==> src/rtl/core_pkg.sv <==
`default_nettype none
// ------------------------------------------------------------------
// core_pkg : shared fetch-stage types and constants
// Rev 1.0
// ------------------------------------------------------------------
package core_pkg;

  typedef enum logic [1:0] {
    FETCH_BOOT = 2'd0,
    FETCH_RUN  = 2'd1,
    FETCH_HALT = 2'd2
  } fetch_state_e;

  localparam logic [31:0] PC_STEP = 32'd4;

endpackage
`default_nettype wire

==> src/rtl/fetch_buffer.sv <==
`default_nettype none
// ------------------------------------------------------------------
// fetch_buffer : 2-entry FIFO of {pc, instr} with flush
// Rev 1.0
// ------------------------------------------------------------------
module fetch_buffer #(
  parameter int DATA_WIDTH = 32
) (
  input  logic                  clk,
  input  logic                  rst,
  input  logic                  i_push,
  input  logic                  i_pop,
  input  logic                  i_flush,
  input  logic [31:0]           i_push_pc,
  input  logic [DATA_WIDTH-1:0] i_push_instr,
  output logic [1:0]            o_count,
  output logic [31:0]           o_head_pc,
  output logic [DATA_WIDTH-1:0] o_head_instr
);

  logic [31:0]           r_pc_mem    [2];
  logic [DATA_WIDTH-1:0] r_instr_mem [2];
  logic                  r_wr_ptr;
  logic                  r_rd_ptr;
  logic [1:0]            r_count;
  logic                  w_pop;
  logic                  w_push;

  // Guard against misuse so count can never leave 0..2
  assign w_pop  = i_pop && (r_count != 2'd0);
  assign w_push = i_push && ((r_count != 2'd2) || w_pop);

  always_ff @(posedge clk or posedge rst) begin
    if (rst) begin
      r_pc_mem[0]    <= '0;
      r_pc_mem[1]    <= '0;
      r_instr_mem[0] <= '0;
      r_instr_mem[1] <= '0;
      r_wr_ptr       <= 1'b0;
      r_rd_ptr       <= 1'b0;
      r_count        <= 2'd0;
    end else if (i_flush) begin
      r_wr_ptr <= 1'b0;
      r_rd_ptr <= 1'b0;
      r_count  <= 2'd0;
    end else begin
      if (w_push) begin
        r_pc_mem[r_wr_ptr]    <= i_push_pc;
        r_instr_mem[r_wr_ptr] <= i_push_instr;
        r_wr_ptr              <= ~r_wr_ptr;
      end
      if (w_pop) begin
        r_rd_ptr <= ~r_rd_ptr;
      end
      r_count <= r_count + {1'b0, w_push} - {1'b0, w_pop};
    end
  end

  assign o_count      = r_count;
  assign o_head_pc    = r_pc_mem[r_rd_ptr];
  assign o_head_instr = r_instr_mem[r_rd_ptr];

endmodule
`default_nettype wire

==> src/rtl/fetch_unit.sv <==
`default_nettype none
// ------------------------------------------------------------------
// fetch_unit : PC, fetch FSM and decode handshake for the RISC-V core
// Rev 1.0
// ------------------------------------------------------------------
module fetch_unit
  import core_pkg::*;
#(
  parameter int          DATA_WIDTH = 32,
  parameter int          ADDR_WIDTH = 8,
  parameter logic [31:0] RESET_PC   = 32'h0000_0000
) (
  input  logic                  clk,
  input  logic                  rst,
  input  logic                  fetch_en,
  output logic [ADDR_WIDTH-1:0] imem_addr,
  input  logic [DATA_WIDTH-1:0] imem_data,
  input  logic                  redirect_valid,
  input  logic [31:0]           redirect_pc,
  output logic                  if_valid,
  input  logic                  if_ready,
  output logic [DATA_WIDTH-1:0] if_instr,
  output logic [31:0]           if_pc
);

  fetch_state_e r_state;
  fetch_state_e w_state_nxt;
  logic [31:0]  r_pc;
  logic [1:0]   w_count;
  logic         w_pop;
  logic         w_push;
  logic         w_unused;

  assign w_unused = &{1'b0, redirect_pc[1:0]};

  always_ff @(posedge clk or posedge rst) begin
    if (rst) begin
      r_state <= FETCH_BOOT;
    end else begin
      r_state <= w_state_nxt;
    end
  end

  always_comb begin
    w_state_nxt = r_state;
    case (r_state)
      FETCH_BOOT: w_state_nxt = fetch_en ? FETCH_RUN : FETCH_HALT;
      FETCH_RUN:  if (!fetch_en) w_state_nxt = FETCH_HALT;
      FETCH_HALT: if (fetch_en) w_state_nxt = FETCH_RUN;
      default:    w_state_nxt = FETCH_BOOT;
    endcase
  end

  assign if_valid = (w_count != 2'd0);
  assign w_pop    = if_valid && if_ready;
  // A full buffer can still accept when the head leaves in the same cycle
  assign w_push   = (r_state == FETCH_RUN) && !redirect_valid &&
                    ((w_count != 2'd2) || w_pop);

  always_ff @(posedge clk or posedge rst) begin
    if (rst) begin
      r_pc <= RESET_PC;
    end else if (redirect_valid) begin
      r_pc <= {redirect_pc[31:2], 2'b00};
    end else if (w_push) begin
      r_pc <= r_pc + PC_STEP;
    end
  end

  assign imem_addr = r_pc[ADDR_WIDTH+1:2];

  fetch_buffer #(
    .DATA_WIDTH (DATA_WIDTH)
  ) u_fetch_buffer (
    .clk          (clk),
    .rst          (rst),
    .i_push       (w_push),
    .i_pop        (w_pop),
    .i_flush      (redirect_valid),
    .i_push_pc    (r_pc),
    .i_push_instr (imem_data),
    .o_count      (w_count),
    .o_head_pc    (if_pc),
    .o_head_instr (if_instr)
  );

endmodule
`default_nettype wire

==> config.mk <==
export PLATFORM = sky130hd
export DESIGN_NAME = fetch_unit
export DESIGN_NICKNAME = d
export VERILOG_FILES = /design/src/rtl/core_pkg.sv /design/src/rtl/fetch_buffer.sv /design/src/rtl/fetch_unit.sv
export SDC_FILE = /design/constraint.sdc
export NUM_CORES = 1
export LEC_CHECK = 0
export ABC_AREA = 1
export ABC_CLOCK_PERIOD_IN_PS = 8400
export BUFFER_PORTS_ARGS = -buffer_cell sky130_fd_sc_hd__buf_2
export CAP_MARGIN = 20
export CORE_AREA = 10 10 150 152
export DETAILED_ROUTE_END_ITERATION = 7
export DIE_AREA = 0 0 160 162
export MAX_ROUTING_LAYER = met4
export PLACE_DENSITY = 0.65
export SYNTH_ARGS = -nofsm -noshare
export SYNTH_HDL_FRONTEND = slang
export SYNTH_HIERARCHICAL = 1
export SYNTH_SLANG_ARGS = --single-unit
==> constraint.sdc <==
create_clock -name clk -period 8.4 [get_ports clk]
set_input_delay 0.42 -clock clk [delete_from_list [all_inputs] [get_ports clk]]
set_output_delay 0.42 -clock clk [all_outputs]
set_load 0.1 [all_outputs]
# Word level (Yosys, flattened, before mapping)
# Index checks and enable logic that the tools add are counted.
# op_classes
addsub	3
order_cmp	3
n_eq_ne	5
muxes	21
n_bitwise	5
n_reduce_logical	16
# ops
operator	count
32-bit two-way mux	9
64-bit bitwise mux	2
32-bit by 3-bit adder with 32-bit output, second input constant	1
32-bit demux with 1-bit select	1
2-bit two-way mux	4
2-bit nonzero test	4
1-bit logical AND	6
2-bit != test, second input constant	3
2-bit case mux with 3 select lines	1
2-bit >= comparator, second input constant	2
1-bit two-way mux	4
1-bit NOT with 2-bit output	2
2-bit AND reduction	2
1-bit NOT	3
2-bit by 1-bit adder with 2-bit output	1
2-bit by 1-bit == test with 1-bit output, second input constant	1
2-bit == test, second input constant	1
2-bit logical NOT	1
1-bit logical OR	2
2-bit by 1-bit < comparator with 1-bit output, second input constant	1
2-bit by 1-bit subtractor with 2-bit output	1
1-bit logical NOT	1
# totals
ff_bits	166
inputBits	69
output_inout_bits	73
elab_cells	62

# Longest topological paths before layout
# depth
depth_word	8
depth_mapped	13
mapped_depth_nobuf	10

# Cells and area by module
# Netlist, hierarchy kept.
# modules_own_cells
module	n_inst	cells_per_inst	area_each_um2	seq_area_each_um2
fetch_buffer	1	807	6372.4	3303.2
fetch_unit	1	381	2312.2	800.8

# Least setup slack after synthesis
# No wires, ideal clock.
# synth_path
path_type	register to output
startpoint	register u_fetch_buffer.r_rd_ptr
endpoint	output if_instr[0]
arrival_time_ps	1591
required_ps	7980
slack_ps	6389
stages_incl_launch_ff	6
path_buffers	2
path_cell_list	dfrtp_1 inv_1 buf_2 buf_1 nand2_1 nand2_1
# synth_via
elab_chain_cells	4
# synth_rtl
element	line_no	text
start: declaration	fetch_buffer.sv:24	logic r_rd_ptr;
start signal: assignment	fetch_buffer.sv:53	r_rd_ptr <= ~r_rd_ptr;
1-bit NOT with 2-bit output (implied by the code)	fetch_buffer.sv:61	assign o_head_instr = r_instr_mem[r_rd_ptr];
32-bit two-way mux (implied by the code) (3 in series)	fetch_buffer.sv:61	
end: declaration	fetch_unit.sv:22	output logic [DATA_WIDTH-1:0] if_instr,
# No other way between the ends. The select of a mux whose other input is x is not followed.

# Final worst setup path
# layout_path
startpoint	register u_fetch_buffer.r_rd_ptr
endpoint	output if_instr[15]
# The elaborated chain is that of the path after synthesis.

==> impl_metrics.tcl <==
set metrics [dict create \
    hpwl_mm 14.79 \
    initial_core_util_pct 44.77 \
    synthCells 1188 \
    grt_usage_pct 18.75 \
    grt_antenna_before_repair 0 \
    place_congestion 0.7874 \
    route.detailed.drc 0 \
    maxCapViolations 0 \
    finalCritPeriodShare_pct 40.17 \
    drt_iter0_markers 628 \
    rsz0062_at_grt "false" \
    synth.distinct_cells 28 \
    wl_per_cell_um 15.49 \
    ys_async_sr_fraction_pct 100.0 \
    min_period_ns 3.374 \
    tightest_slew_ns 0.9701 \
    area_growth_pct 13.85 \
    p_int_w 0.001567 \
    synth-seq-cells 164 \
    final_nets 1345 \
    drive_gt1_share_pct 15.38 \
    layout.filler_cells 2012 \
    relSlewSlack_pct 35.33 \
    syn-cell-area_mm2 0.008685 \
    io_buffers 139 \
    synth_area_per_cell_um2 7.310 \
    clock_latency_ns 0.42 \
    setup_viol 0 \
    endpoint_kind "output port" \
    cts.reportedPaths.clkPinSlew_ns 0.06 \
    fp.dieArea_mm2 0.02592 \
    die_w_um 160 \
    reg2reg_slack_ns 5.14 \
    worst_slack_ns 5.026 \
    busiest_layer "met2" \
    p_seq_share_pct 35.9 \
    yosys_most_used_dff "dfrtp_1" \
    layout_common_cells "nand2_1 (623), dfrtp_1 (163), buf_2 (139)" \
    cts-buffers-inserted 17 \
    power.switching_w 0.001342 \
    max_freq_mhz 296.4 \
    grt-ovfl-total 0 \
    use_met3_pct 3.691 \
    htreeDepth 4 \
    critPathLaunchType "flop" \
    synth_xor_area_share_pct 0.3026 \
    fp-row-count 51 \
    layout_commonest_cell "nand2_1" \
    cts_setup_buffers 0 \
    fp.dieH_um 162 \
    core_mm2 0.01940 \
    fin_skew_ns 0.008580 \
    final.setup.tns_ns 0 \
    p_leak_nw 5.457 \
    synth_edf_count 0 \
    ys_warn_count 6 \
    tritoncts "done" \
    synth-compound-area-share_pct 1.354 \
    grt_max_degree 95 \
    hp-class "in2async" \
    cts.path.max_buffers 2 \
    path_max_fanout 65 \
    routed_wl_mm 24.04 \
    grtUsageMet1_pct 24.44 \
    yosys.area_share.simple_pct 42.27 \
    via_per_inst 5.121 \
    seq_area_mm2 0.004105 \
    finalHoldViolCount 0 \
    multi_input_area_mm2 0.003882 \
    combPwrFrac_pct 37.2 \
    ir_drop_mv 0.1601 \
    hold_ws_ns 0.1177 \
    synth_top_family_by_area "simple AND/OR/NAND/NOR gates" \
    vias 7948 \
    yosysSeqAreaShare_pct 47.26 \
    cts_sinks 164 \
    use_met2_pct 29.40 \
    ctsRootBufferMaster "clkbuf_16" \
    place_ws_ns 4.808 \
    swShare_pct 46.14 \
    grt_pass1_wl_mm 38.94 \
    power_density_mw_per_mm2 294.3 \
    synthMuxAreaShare_pct 0.1153 \
    n_antenna_cell 0 \
    drt_first_pass_iters 5 \
    antenna_left 0 \
    required_ns 7.98 \
    cts_hold_buffers 0 \
    outcome "finished, final reports clean" \
    ioPinCount 142 \
    slew_violations 0 \
    path_class "reg2out" \
    clkPwrFrac_pct 26.9 \
    grt_pass1_vias 7458 \
    finalPower_w 0.002909 \
    post_cts_resized 0 \
    critPathArrivalTime_ns 2.95 \
    synth_adder_area_share_pct 0.2881 \
]
layer usage:
layer  share of wire (%)  routed length, um  vias up
met5                   0                  0        -
met4                 1.1                275        0
met3                 5.7               1375       16
met2                  46              11090      257
met1                  47              11310     3690
li1                    -                  -     3985
cells in the mapped netlist, drive strengths merged, types with 2 or more instances:
library cell	number	share of area (%)
dfrtp	164	47
o21bai	7	0.61
inv	51	2.2
nand2	624	27
nand3	56	3.4
o21ai	5	0.29
buf	76	5.7
nor2	48	2.3
clkbuf	10	0.43
ha	2	0.29
a21oi	5	0.29
and2	2	0.14
nand4	129	9.3
xnor2	3	0.30
sequential cells by signal, summed over array words and instances, names as in the netlist:
register                    flops
u_fetch_buffer/r_wr_ptr         1
u_fetch_buffer/r_rd_ptr         1
r_pc                           30
u_fetch_buffer/r_pc_mem        64
u_fetch_buffer/o_count          2
r_state                         2
u_fetch_buffer/r_instr_mem     64
worst max-delay path, stage by stage (launching register included):
cell and delay [ns]:
dfrtp_2 0.38, buf_4 0.37, inv_2 0.59, buf_4 0.51, nand2_1 0.10, nand2_1 0.11, buf_2 0.44
per-stage QoR:
stage / cells / util [%] / cell area [um2]
floorplan: 1191 / - / 8696
global placement: 1520 / 47.91 / 9294
detailed placement: 1520 / 47.91 / 9294
CTS: 1552 / 50.97 / 9887
global route: 1552 / 50.97 / 9887
finish: 1552 / 50.97 / 9887
final cells by class:
type	instances	share of cell area, %
sequential	164	41.52
multi-input combinational	890	39.27
tap	265	3.354
timing repair buffer	150	7.871
clock buffer	18	4.442
clock inverter	14	1.557
inverter	51	1.987
final timing paths:
check,start,end,cells past startpoint
worst max-delay path,u_fetch_buffer/r_rd_ptr,if_instr[15],6
worst min-delay path,rst,r_state[0],3
worst max register to register,u_fetch_buffer/o_count[1],u_fetch_buffer/r_pc_mem[34],7
worst min register to register,r_state[1],r_state[1],1
max in group asynchronous,rst,u_fetch_buffer/r_rd_ptr,3
min in group clk,fetch_en,r_state[1],2
power groups by stage:
| stage | clock network (W) | registers (W) | logic (W) |
|---|---|---|---|
| detailed placement | 0 | 0.00106 | 0.00109 |
| global placement | 0 | 0.00105 | 0.00108 |
| finish | 0.000782 | 0.00104 | 0.00108 |
| global route | 0.000842 | 0.00106 | 0.00115 |
| CTS | 0.000801 | 0.00104 | 0.00109 |
| floorplan | 0 | 0.00103 | 0.000932 |
cell families (layout without fill, tap and decap cells):
| logic type | Yosys count | after routing |
|---|---|---|
| simple gates | 861 | 861 |
| mux | 1 | 1 |
| xor+xnor | 3 | 3 |
| compound gates | 19 | 19 |
| fa+ha+maj | 2 | 2 |
| buf+inv | 137 | 233 |
| flops | 164 | 164 |
| other cells | 1 | 4 |
(Power assumes the default switching activity.)
